--- config.mk ---
export PLATFORM = sky130hd
export DESIGN_NAME = hop_sprite_ctrl_flat
export DESIGN_NICKNAME = d
export VERILOG_FILES = /design/src/rtl/hop_sprite_if.sv /design/src/rtl/hop_sprite_ctrl.sv /design/src/flat_wrapper.sv
export SDC_FILE = /design/constraint.sdc
export NUM_CORES = 1
export LEC_CHECK = 0
export ABC_CLOCK_PERIOD_IN_PS = 5200
export CAP_MARGIN = 20
export CORE_AREA = 2 2 126 128
export DETAILED_ROUTE_END_ITERATION = 10
export DIE_AREA = 0 0 128 130
export PLACE_DENSITY_LB_ADDON = 0.25
export SLEW_MARGIN = 20
export SYNTH_ARGS = -nofsm -noshare
export SYNTH_HDL_FRONTEND = slang
export SYNTH_SLANG_ARGS = --single-unit
export TNS_END_PERCENT = 5
--- constraint.sdc ---
create_clock -name i_clk -period 5.2 [get_ports i_clk]
set_clock_uncertainty 0.15 [all_clocks]
set_input_delay 0.52 -clock i_clk [delete_from_list [all_inputs] [get_ports i_clk]]
set_output_delay 0.52 -clock i_clk [all_outputs]
set_load 0.05 [all_outputs]
--- src/rtl/hop_sprite_if.sv ---
// Sprite controller bus: animation/button/collision inputs and sprite state outputs.
interface hop_sprite_if;
  logic        i_ani_stb;
  logic        i_animate;
  logic [3:0]  i_btn_n;
  logic        i_dead;
  logic [11:0] o_x1;
  logic [11:0] o_x2;
  logic [11:0] o_y1;
  logic [11:0] o_y2;
  logic        o_busy;
  logic [2:0]  o_lives;
  logic        o_game_over;
  logic [15:0] o_score;

  modport master (
    output i_ani_stb, i_animate, i_btn_n, i_dead,
    input  o_x1, o_x2, o_y1, o_y2, o_busy, o_lives, o_game_over, o_score
  );

  modport slave (
    input  i_ani_stb, i_animate, i_btn_n, i_dead,
    output o_x1, o_x2, o_y1, o_y2, o_busy, o_lives, o_game_over, o_score
  );
endinterface

--- src/rtl/hop_sprite_ctrl.sv ---
// Player-sprite controller: edge-detected button hops animated per tick,
// display-bound rejection, lives/respawn/game-over FSM and up-hop score.
module hop_sprite_ctrl #(
  parameter int H_WIDTH  = 11,
  parameter int H_HEIGHT = 11,
  parameter int IX       = 320,
  parameter int IY       = 460,
  parameter int D_WIDTH  = 640,
  parameter int D_HEIGHT = 480,
  parameter int HOP_DIS  = 48,
  parameter int HOP_STEP = 4,
  parameter int LIVES    = 3,
  parameter int RESPAWN  = 30
) (
  input logic         i_clk,
  input logic         i_rst,
  hop_sprite_if.slave bus
);

  typedef enum logic [1:0] {IDLE, HOP, DEAD, OVER} state_t;
  typedef enum logic [1:0] {D_UP, D_DOWN, D_LEFT, D_RIGHT} dir_t;

  localparam logic [11:0] IX12   = 12'(IX);
  localparam logic [11:0] IY12   = 12'(IY);
  localparam logic [11:0] HW12   = 12'(H_WIDTH);
  localparam logic [11:0] HH12   = 12'(H_HEIGHT);
  localparam logic [11:0] STEP12 = 12'(HOP_STEP);
  localparam logic [7:0]  STEPS  = 8'(HOP_DIS / HOP_STEP);
  localparam logic [15:0] RSP    = 16'(RESPAWN);
  localparam logic [2:0]  LIVES3 = 3'(LIVES);

  // Signed 13-bit bound constants so the edge checks cannot wrap.
  localparam logic signed [12:0] S_HD   = 13'(HOP_DIS);
  localparam logic signed [12:0] S_HW   = 13'(H_WIDTH);
  localparam logic signed [12:0] S_HH   = 13'(H_HEIGHT);
  localparam logic signed [12:0] S_XMAX = 13'(D_WIDTH - 1);
  localparam logic signed [12:0] S_YMAX = 13'(D_HEIGHT - 1);
  localparam logic signed [12:0] S_ZERO = 13'sd0;

  state_t      state, state_n;
  dir_t        dir, dir_n;
  logic [11:0] x, x_n, y, y_n;
  logic [2:0]  lives, lives_n;
  logic [15:0] score, score_n;
  logic [15:0] rcnt, rcnt_n;
  logic [7:0]  step, step_n;
  logic [3:0]  btn_q, btn_q_n;
  logic        dead_q, dead_q_n;

  logic        tick, dead_hit;
  logic [3:0]  btn, press;
  logic signed [12:0] xs, ys;
  logic        up_ok, down_ok, left_ok, right_ok;

  assign tick     = bus.i_ani_stb & bus.i_animate;
  assign btn      = ~bus.i_btn_n;
  assign press    = btn & ~btn_q;
  // A collision on the tick cycle itself counts as already latched.
  assign dead_hit = dead_q | bus.i_dead;

  assign xs       = signed'({1'b0, x});
  assign ys       = signed'({1'b0, y});
  assign up_ok    = (ys - S_HD - S_HH) >= S_ZERO;
  assign down_ok  = (ys + S_HD + S_HH) <= S_YMAX;
  assign left_ok  = (xs - S_HD - S_HW) >= S_ZERO;
  assign right_ok = (xs + S_HD + S_HW) <= S_XMAX;

  // Register all controller state; reset returns to spawn, IDLE.
  always_ff @(posedge i_clk) begin
    if (i_rst) begin
      state  <= IDLE;
      dir    <= D_UP;
      x      <= IX12;
      y      <= IY12;
      lives  <= LIVES3;
      score  <= '0;
      rcnt   <= '0;
      step   <= '0;
      btn_q  <= '0;
      dead_q <= 1'b0;
    end else begin
      state  <= state_n;
      dir    <= dir_n;
      x      <= x_n;
      y      <= y_n;
      lives  <= lives_n;
      score  <= score_n;
      rcnt   <= rcnt_n;
      step   <= step_n;
      btn_q  <= btn_q_n;
      dead_q <= dead_q_n;
    end
  end

  // Next-state, movement, lives and score; DIE is an action folded into the tick.
  always_comb begin
    state_n  = state;
    dir_n    = dir;
    x_n      = x;
    y_n      = y;
    lives_n  = lives;
    score_n  = score;
    rcnt_n   = rcnt;
    step_n   = step;
    btn_q_n  = tick ? btn : btn_q;
    dead_q_n = (state == OVER) ? 1'b0 : (tick ? 1'b0 : (dead_q | bus.i_dead));

    if (tick) begin
      unique case (state)
        IDLE, HOP: begin
          if (dead_hit) begin
            x_n    = IX12;
            y_n    = IY12;
            step_n = '0;
            if (lives == 3'd1) begin
              lives_n = '0;
              state_n = OVER;
            end else begin
              lives_n = lives - 3'd1;
              rcnt_n  = '0;
              state_n = DEAD;
            end
          end else if (state == IDLE) begin
            if (press[3]) begin
              if (up_ok) begin state_n = HOP; dir_n = D_UP; step_n = '0; end
            end else if (press[2]) begin
              if (down_ok) begin state_n = HOP; dir_n = D_DOWN; step_n = '0; end
            end else if (press[1]) begin
              if (left_ok) begin state_n = HOP; dir_n = D_LEFT; step_n = '0; end
            end else if (press[0]) begin
              if (right_ok) begin state_n = HOP; dir_n = D_RIGHT; step_n = '0; end
            end
          end else begin
            unique case (dir)
              D_UP:    y_n = y - STEP12;
              D_DOWN:  y_n = y + STEP12;
              D_LEFT:  x_n = x - STEP12;
              D_RIGHT: x_n = x + STEP12;
            endcase
            step_n = step + 8'd1;
            if (step + 8'd1 == STEPS) begin
              state_n = IDLE;
              step_n  = '0;
              if (dir == D_UP && score != 16'hFFFF) score_n = score + 16'd1;
            end
          end
        end
        DEAD: begin
          rcnt_n = rcnt + 16'd1;
          if (rcnt + 16'd1 == RSP) state_n = IDLE;
        end
        OVER: ;
      endcase
    end
  end

  assign bus.o_x1        = x - HW12;
  assign bus.o_x2        = x + HW12;
  assign bus.o_y1        = y - HH12;
  assign bus.o_y2        = y + HH12;
  assign bus.o_busy      = (state == HOP) || (state == DEAD);
  assign bus.o_lives     = lives;
  assign bus.o_game_over = (state == OVER);
  assign bus.o_score     = score;

endmodule

--- src/flat_wrapper.sv ---
// flat-port wrapper written by rule: the top's interface ports become plain ports
module hop_sprite_ctrl_flat 
#(
  parameter int H_WIDTH  = 11,
  parameter int H_HEIGHT = 11,
  parameter int IX       = 320,
  parameter int IY       = 460,
  parameter int D_WIDTH  = 640,
  parameter int D_HEIGHT = 480,
  parameter int HOP_DIS  = 48,
  parameter int HOP_STEP = 4,
  parameter int LIVES    = 3,
  parameter int RESPAWN  = 30
)
  (i_clk, i_rst, bus_i_ani_stb, bus_i_animate, bus_i_btn_n, bus_i_dead, bus_o_x1, bus_o_x2, bus_o_y1, bus_o_y2, bus_o_busy, bus_o_lives, bus_o_game_over, bus_o_score);
  hop_sprite_if bus_i ();
  input logic i_clk;
  input logic i_rst;
  input wire logic [$bits(bus_i.i_ani_stb)-1:0] bus_i_ani_stb;
  input wire logic [$bits(bus_i.i_animate)-1:0] bus_i_animate;
  input wire logic [$bits(bus_i.i_btn_n)-1:0] bus_i_btn_n;
  input wire logic [$bits(bus_i.i_dead)-1:0] bus_i_dead;
  output wire logic [$bits(bus_i.o_x1)-1:0] bus_o_x1;
  output wire logic [$bits(bus_i.o_x2)-1:0] bus_o_x2;
  output wire logic [$bits(bus_i.o_y1)-1:0] bus_o_y1;
  output wire logic [$bits(bus_i.o_y2)-1:0] bus_o_y2;
  output wire logic [$bits(bus_i.o_busy)-1:0] bus_o_busy;
  output wire logic [$bits(bus_i.o_lives)-1:0] bus_o_lives;
  output wire logic [$bits(bus_i.o_game_over)-1:0] bus_o_game_over;
  output wire logic [$bits(bus_i.o_score)-1:0] bus_o_score;
  assign bus_i.i_ani_stb = bus_i_ani_stb;
  assign bus_i.i_animate = bus_i_animate;
  assign bus_i.i_btn_n = bus_i_btn_n;
  assign bus_i.i_dead = bus_i_dead;
  assign bus_o_x1 = bus_i.o_x1;
  assign bus_o_x2 = bus_i.o_x2;
  assign bus_o_y1 = bus_i.o_y1;
  assign bus_o_y2 = bus_i.o_y2;
  assign bus_o_busy = bus_i.o_busy;
  assign bus_o_lives = bus_i.o_lives;
  assign bus_o_game_over = bus_i.o_game_over;
  assign bus_o_score = bus_i.o_score;
  hop_sprite_ctrl #(.H_WIDTH(H_WIDTH), .H_HEIGHT(H_HEIGHT), .IX(IX), .IY(IY), .D_WIDTH(D_WIDTH), .D_HEIGHT(D_HEIGHT), .HOP_DIS(HOP_DIS), .HOP_STEP(HOP_STEP), .LIVES(LIVES), .RESPAWN(RESPAWN)) u_core (.i_clk(i_clk), .i_rst(i_rst), .bus(bus_i));
endmodule
# Yosys cells after proc, flatten, opt, wreduce, memory -nomap -nowiden
# Cells that the tools add are included.
dict set report word_totals {
  reg_bits 76
  latchBits 0
  ramBits 0
  mem_bits_ro 0
  inputBits 9
  out_inout_bits 69
  wordCells 130
  mem_count 0
}
dict set report classes {
  addsub 20
  multipliers 0
  div 0
  magnitude_cmp 4
  n_eq_ne 28
  n_shift 0
  mux 42
  bitwise_logic 7
  reduce_logical 19
}
# op count
set op_table {}
lappend op_table {{$mux 8} 11}
lappend op_table {{$mux 12} 4}
lappend op_table {{$pmux 12 s2} 2}
lappend op_table {{$mux 2} 19}
lappend op_table {{$add 16x1->16 const B} 2}
lappend op_table {{$mux 16} 2}
lappend op_table {{$pmux 16 s2} 1}
lappend op_table {{$add 12x6->13 const B} 2}
lappend op_table {{$add 13x5->13 const B} 2}
lappend op_table {{$ge 13x1->1 const B} 2}
lappend op_table {{$sub 12x6->13 const B} 2}
lappend op_table {{$sub 13x5->13 const B} 2}
lappend op_table {{$add 12x3->12 const B} 2}
lappend op_table {{$add 12x4->12 const B} 2}
lappend op_table {{$sub 12x3->12 const B} 2}
lappend op_table {{$sub 12x4->12 const B} 2}
lappend op_table {{$reduce_and 9->1} 2}
lappend op_table {{$eq 16x5->1 const B} 1}
lappend op_table {{$ne 16x16->1 const B} 1}
lappend op_table {{$ne 7x2->1 const B} 2}
lappend op_table {{$le 13x10->1 const B} 1}
lappend op_table {{$le 13x11->1 const B} 1}
lappend op_table {{$ne 6x1->1 const B} 2}
lappend op_table {{$reduce_and 4->1} 3}
lappend op_table {{36 further kinds} 48}

# Longest topological paths before layout
dict set report depth {
  ltp_word 11
  mapped_depth 11
}

# Least setup slack after synthesis
# OpenSTA, ideal clock, no wires.
dict set report synth_path {
  path_type {register to output}
  startpoint {reg u_core.y[4]}
  endpoint {out bus_o_y1[11]}
  arrival_time_ps 2266
  required_time_ps 4530
  setup_slack_ps 2264
  stages_incl_launch_ff 7
  path_cell_list {dfxtp_1 -> buf_6 -> or3_1 -> a21oi_1 -> nand2_1 -> or3_1 -> xnor2_1}
}
dict set report synth_via {
  elab_chain_cells 1
}
# item line_no
set synth_rtl {}
lappend synth_rtl {{start, declared} hop_sprite_ctrl.sv:42} ;# logic [11:0] x, x_n, y, y_n;
lappend synth_rtl {{start signal, assigned} hop_sprite_ctrl.sv:85} ;# y <= y_n;
lappend synth_rtl {{$sub 12x4->12} hop_sprite_ctrl.sv:159} ;# assign bus.o_y1 = y - HH12;
lappend synth_rtl {{end, declared} flat_wrapper.sv:25} ;# output wire logic [$bits(bus_i.o_y1)-1:0] bus_o_y1;
# No other way between the ends.

# Worst setup path in the final report
# Same ends and word-level chain as after synthesis.

==> impl_metrics.env <==
export IMPL_status="complete, no violations"
export IMPL_fp_dieH_um=130
export IMPL_cts_tree="done"
export IMPL_worst_slew_margin_rel_pct=47.4
export IMPL_tns_ns=0
export IMPL_synth_most_common_cell="nor2_1"
export IMPL_reg2reg_depth=9
export IMPL_place_gp_congestion=0.830
export IMPL_drtAntennaViolNets=0
export IMPL_path_cells="or3_1 > a21oi_1 > nand2_1 > or3_1 > xnor2_1 > clkdlybuf4s50_1"
export IMPL_clock_latency_ns=0.33
export IMPL_drive_gt1_share_pct=5.24
export IMPL_dpl_instance_area_um2=5950
export IMPL_utilization_pct=40.4
export IMPL_cp_depth=6
export IMPL_port_buffers=69
export IMPL_cp_slowest_cell="clkdlybuf4s50_1"
export IMPL_syn_inst=678
export IMPL_p_int_mw=0.936
export IMPL_cts_buffers=9
export IMPL_synth_warnings=0
export IMPL_synth_area_um2=5280
export IMPL_cts_resized=0
export IMPL_grt_util_all_layers_pct=15.2
export IMPL_final_hold_viol_count=0
export IMPL_n_antenna_cell=0
export IMPL_initial_core_util_pct=34.2
export IMPL_crit_required_ns=4.53
export IMPL_avgSynthCellArea_um2=7.79
export IMPL_wl_per_cell_um=13.6
export IMPL_critical_path_buf_inv_count=1
export IMPL_p_comb_share_pct=11.4
export IMPL_setup_viol=0
export IMPL_synthTopCellsByArea="dfxtp_1 27%, ha_1 8.3%, nor2_1 6.5%"
export IMPL_pin_count=78
export IMPL_cts_setup_buffers=0
export IMPL_worstPathMaxFanout=13
export IMPL_grt_pass1_vias=4403
export IMPL_synth_distinct_cells=68
export IMPL_drc=0
export IMPL_fin_crit_sh_pct=68.2
export IMPL_grt_max_degree=55
export IMPL_arrival_ns=2.87
export IMPL_clock_sinks=72
export IMPL_p_leak_nw=2.26
export IMPL_crit_family="simple AND/OR/NAND/NOR gates"
export IMPL_row_count=46
export IMPL_crit_type="flip-flop to output port"
export IMPL_clockRootBuffer="clkbuf_16"
export IMPL_ctsHoldBuffers=0
export IMPL_switching_share_pct=27.0
export IMPL_irDropWorstVdd_v=0.000157
export IMPL_synth_seq_cells=72
export IMPL_nets=766
export IMPL_rsz0062_at_grt="no"
export IMPL_synth_top_area_cell="dfxtp_1"
export IMPL_p_total_mw=1.28
export IMPL_whs_ns=0.353
export IMPL_start_kind="flip-flop"
export IMPL_grt_pass1_wl_mm=20.8
export IMPL_syn_to_final_growth_pct=17.9
export IMPL_synth_top_area_share_pct=27.3
export IMPL_dominantRegCellSynth="dfxtp_1"
export IMPL_worstMarginPinSlew_ns=0.779
export IMPL_die_w_um=128
export IMPL_switching_power_mw=0.346
export IMPL_reg2reg_slack_ns=1.98
export IMPL_drv_slew=0
export IMPL_die_area_um2=16600
export IMPL_period_needed_ns=3.54
export IMPL_post_dp_hpwl_mm=8.94
export IMPL_htree_levels=3
export IMPL_via_count=4823
export IMPL_power_frac_seq_pct=44.0
export IMPL_endpoint="bus_o_y1[11]"
export IMPL_synth_commonest_cells="92 x nor2_1, 72 x dfxtp_1, 70 x nand2_1, 42 x a21oi_1, 35 x ha_1"
export IMPL_routed_via_density=5.26
export IMPL_clkPwrFrac_pct=44.6
export IMPL_startpoint="u_core.y[4]"
export IMPL_drt_first_pass_iters=5
export IMPL_fmax_mhz=282
export IMPL_gr_total_overflow=0
export IMPL_cellPowerDensity_nw_per_um2=206
export IMPL_crit_top_cell="or3_1"
export IMPL_maxCapViolations=0
export IMPL_r2r_start="u_core.dir[1]"
export IMPL_finish_instance_area_um2=6220
export IMPL_antenna_found_initial=0
export IMPL_async_flop_share_pct=0
export IMPL_core_area_um2=15400
export IMPL_drtIter0Drc=227
export IMPL_wirelength_mm=12.5
export IMPL_critical_path_max_stage_delay_ns=0.82
export IMPL_ctsLongestPathBuffers=2
export IMPL_reg2reg_to="u_core.y[10]"
export IMPL_cts_reportedPaths_clkPinSlew_ns=0.06
export IMPL_synth_edf_count=0
export IMPL_seq_area_frac_synth_pct=27.3
export IMPL_endpoint_kind="output port"
export IMPL_holdCritPathClass="flip-flop to flip-flop"
[worst min-delay path by stage]
stage | start | to | slack (ns) | cells past startpoint
finish | u_core.bus.o_lives[1] | u_core.bus.o_lives[1] | 0.35 | 1
global route | u_core.bus.o_lives[1] | u_core.bus.o_lives[1] | 0.37 | 1
CTS | u_core.btn_q[0] | u_core.btn_q[0] | 0.35 | 2
detailed placement | u_core.bus.o_lives[1] | u_core.bus.o_lives[1] | 0.34 | 1
global placement | u_core.step[7] | u_core.step[7] | 0.32 | 1
floorplan | u_core.step[7] | u_core.step[7] | 0.30 | 1
[area by class of cell]
type                       instances  area, µm²
clock buffer                      10        239
clock inverter                     6       35.0
fill                            1576       9200
inverter                          22       82.6
multi-input combinational        543       3480
sequential                        72       1440
tap                              192        240
timing repair buffer              72        708
[metal layers]
layer | global-route usage [%] | share of wire (%) | vias up
met4 | 5.43 | 1.6 | 0
li1 | - | - | 2459
met3 | 3.49 | 4.8 | 15
met5 | 0 | 0 | -
met1 | 19.7 | 49 | 2217
met2 | 24.8 | 45 | 132
[cell families (layout without fill, tap and decap cells)]
| group | Yosys count | in the layout | synth area share (%) |
|---|---|---|---|
| AND/OR/NAND/NOR | 306 | 306 | 28.6 |
| buffers and inverters | 69 | 110 | 7.23 |
| XOR/XNOR | 59 | 59 | 9.79 |
| other | 2 | 8 | 0.142 |
| adder cells (fa/ha/maj) | 37 | 37 | 9.05 |
| flip-flops | 72 | 72 | 27.3 |
| multiplexers | 10 | 10 | 1.94 |
| AO/OA/AOI/OAI | 123 | 123 | 16.0 |
[power groups by stage]
stage	sequential, mW	clock, mW	combinational, mW
final	0.564	0.572	0.146
after global routing	0.565	0.616	0.161
after CTS	0.564	0.592	0.147
after detailed placement	0.577	0	0.146
after global placement	0.576	0	0.144
after floorplan	0.578	0	0.112
[registers in the layout (all words and copies together) (netlist names)]
register and cells:
u_core.bus.o_score 16, u_core.rcnt 16, u_core.x 10, u_core.y 10, u_core.step 8, u_core.btn_q 4
u_core.bus.o_lives 3, u_core.dir 2, u_core.state 2, u_core.dead_q 1
[cells in the final DEF (no fill, tap or decap), types with 9 or more instances in the layout]
| master | synthesis | final |
|---|---|---|
| nand3_1 | 25 | 25 |
| clkbuf_16 | 0 | 9 |
| ha_1 | 35 | 35 |
| o21ai_0 | 19 | 19 |
| xor2_1 | 26 | 26 |
| clkdlybuf4s50_1 | 0 | 68 |
| xnor2_1 | 33 | 33 |
| inv_1 | 22 | 22 |
| nor2_1 | 92 | 92 |
| nor3_1 | 27 | 27 |
| nand2b_1 | 11 | 11 |
| a21oi_1 | 42 | 42 |
| nor4_1 | 12 | 12 |
| or3_1 | 18 | 18 |
| dfxtp_1 | 72 | 72 |
| nand2_1 | 70 | 70 |
[stage by stage]
step	setup slack (ns)	cells
3_5_place_dp	1.84	901
5_1_grt	1.54	917
3_3_place_gp	1.96	901
2_1_floorplan	2.26	684
4_1_cts	1.64	917
6_report	1.66	917
(Power assumes the default switching activity.)
==> patch: new RTL, same flow settings <==
Re-encode `state_t` (4 states) as one-hot, 4 bits wide.
--- a/src/rtl/hop_sprite_ctrl.sv
+++ b/src/rtl/hop_sprite_ctrl.sv
@@ -18,5 +18,5 @@
 );
 
-  typedef enum logic [1:0] {IDLE, HOP, DEAD, OVER} state_t;
+  typedef enum logic [3:0] {IDLE = 4'b0001, HOP = 4'b0010, DEAD = 4'b0100, OVER = 4'b1000} state_t;
   typedef enum logic [1:0] {D_UP, D_DOWN, D_LEFT, D_RIGHT} dir_t;
 
Check against the original RTL: no difference found for any inputs over 4 cycles, from zero or initial values and one cycle with i_rst high; so few cycles prove little.
==> patch against the unedited design <==
  * Synthesized cell count rose by 2.4%
  * Setup slack improved by 0.10 ns
  * Area after synthesis rose by 0.52%
  * Power rose by 11%
  * Routed wire length rose by 9.0%
  * Via count rose by 4.0%
  * Final area rose by 2.1%
  * Sequential share of layout area rose by 0.16 points
  * Sequential cell count rose by 2
==> patch: results (changes against the unedited design) <==
stage	metric	value	unit	change
worst_hold_path	min-delay worst type	flip-flop to flip-flop		
cts	post-CTS sizing	0		unchanged
final_layout	Filler cells	1570		-0.38%
cts	CTS H-tree lvls	3		unchanged
setup_path	Worst path slowest cell	clkdlybuf4s50_1		
routing	TritonRoute pass-1 iters	5		unchanged
yosys	top cells by area, synth	dfxtp_1, ha_1, nor2_1		
worst_hold_path	worst hold start	u_core.step[1]		
routing	Vias	5015		+4.0%
yosys	Synth Warn #	0		unchanged
cts	clk buf depth	2		unchanged
worst_hold_path	Min-Delay Path Depth	2		+1
yosys	ys async rst share	0	%	unchanged
cts	clk root buf	clkbuf_16		
outcome	outcome	finished clean		
setup_path	worst stage delay on the critical path	0.86	ns	+0.04 ns
setup_path	RR Startpoint	u_core.dir[0]		
global_routing	antenna violations before repair	0		unchanged
setup_path	Worst EP arrival	2.77	ns	-0.10 ns
cts	Clk Latency, worst-skew pair	0.35	ns	+0.02 ns
place	# placed instances	913		+1.3%
setup_path	reg2reg setup slack	1.93	ns	-0.05 ns
setup_path	Reg2Reg Capture Point	u_core.x[11]		
setup_path	CP max FO	12		-1
global_routing	vias in the first global route	4685		+6.4%
final_layout	final cell count without fillers	929		+1.3%
yosys	most frequent cells after synthesis	nor2_1, dfxtp_1, nand2_1, a21oi_1, clkbuf_1		
final_layout	share of layout cells above drive strength 1	5.83	%	+0.59 points
yosys	sequential fraction of the synthesis area	27.9	%	+0.61 points
routing	Initial DRC Count	339		+49%
cts	clk slew on worst S/H paths	0.06	ns	about the same
setup_path	CP top delay family	buffers and inverters		
yosys	Mean Syn Cell Area	7.65	µm²	-1.8%
routing	Post-Route WL	13600	µm	+9.0%
global_routing	first-pass GRT wire length	22500	µm	+8.0%
power	leakage power	0.00233	µW	+2.9%
global_routing	GRT Util Overall	16.7	%	+1.5 points
sta	Relative slew margins	45.7	%	-1.7 points
power	worst-case vdd ir drop	0.168	mV	+7.5%
place	DP Wirelength	9860	µm	+10%
cts	Num CTS Buffers	9		unchanged
place	Placed Instance Area	0.00605	mm²	+1.6%
final_layout	# nets final	773		+0.91%
place	RD Place Congestion	0.846		+1.9%
cts	postcts setup bufs	0		unchanged
global_routing	largest net degree at the start of global routing	65		+18%
worst_hold_path	Endpoint, Worst Hold	u_core.step[1]		
==> patch: changes by cell type after synthesis, moves of 5 or more <==
cell / unedited run / this run
nand2_1: 70 / 54
o21ai_0: 19 / 35
nand3_1: 25 / 30
and3_1: 7 / 13
inv_1: 22 / 17
ha_1: 35 / 30
clkbuf_1: 21 / 37
a311oi_1: 7 / 0
nor2_1: 92 / 83
buf_6: 10 / 0
==> patch: layer usage <==
metal,global-route usage [%],vias up,part of all wire (%)
met3,3.32,25,3.5
met5,0,-,0
met2,28.1,109,48
li1,-,2534,-
met1,21.4,2347,47
met4,5.88,0,1.9
==> patch: cells by family (layout without fill, tap and decap cells) <==
group | Yosys count | after routing | share of synthesized area [%]
xor gates and xnor gates | 58 | 58 | 9.57
adders and majority gates | 32 | 32 | 7.83
muxes | 7 | 7 | 1.34
buffers and inverters | 68 | 105 | 5.45
AOI/OAI and AO/OA | 150 | 150 | 18.1
DFF | 74 | 74 | 27.9
other | 2 | 8 | 0.142
and+or+nand+nor | 303 | 303 | 29.6
==> patch: tightest hold or removal path: stages, from the launching register on <==
cell and delay (ns):
dfxtp_1 0.32, nand2_1 0.06, mux2i_1 0.05
==> patch: how the worst max path moves through the flow <==
stage / startpoint / endpoint / slack, ns / cells after the start
floorplan: u_core.state[3] / bus_o_game_over / 2.32 / 3
global placement: bus_i_ani_stb / u_core.rcnt[3] / 1.72 / 7
detailed placement: bus_i_ani_stb / u_core.rcnt[5] / 1.63 / 7
CTS: u_core.x[4] / bus_o_x1[11] / 1.73 / 5
global route: u_core.x[4] / bus_o_x1[11] / 1.65 / 5
finish: u_core.x[4] / bus_o_x1[11] / 1.76 / 5
==> patch: area by class of cell <==
| type | count | area [µm²] | area share [%] |
|---|---|---|---|
| multi-input combinational | 558 | 3560 | 56.0 |
| sequential | 74 | 1480 | 23.3 |
| timing repair buffer | 71 | 701 | 11.0 |
| clock buffer | 12 | 256 | 4.04 |
| tap | 192 | 240 | 3.78 |
| inverter | 18 | 67.6 | 1.06 |
| clock inverter | 4 | 48.8 | 0.768 |
==> patch: power by group <==
part           internal (µW)  total, µW  switching, µW
Sequential               575        591           15.6
Combinational           57.4        178            120
Clock                    398        650            252
==> patch: per-stage QoR <==
stage | setup WS, ns | hold slack, ns
after global placement | 1.72 | 0.306
after CTS | 1.73 | 0.329
after detailed placement | 1.63 | 0.321
after floorplan | 2.32 | 0.281
after global routing | 1.65 | 0.349
final | 1.76 | 0.324
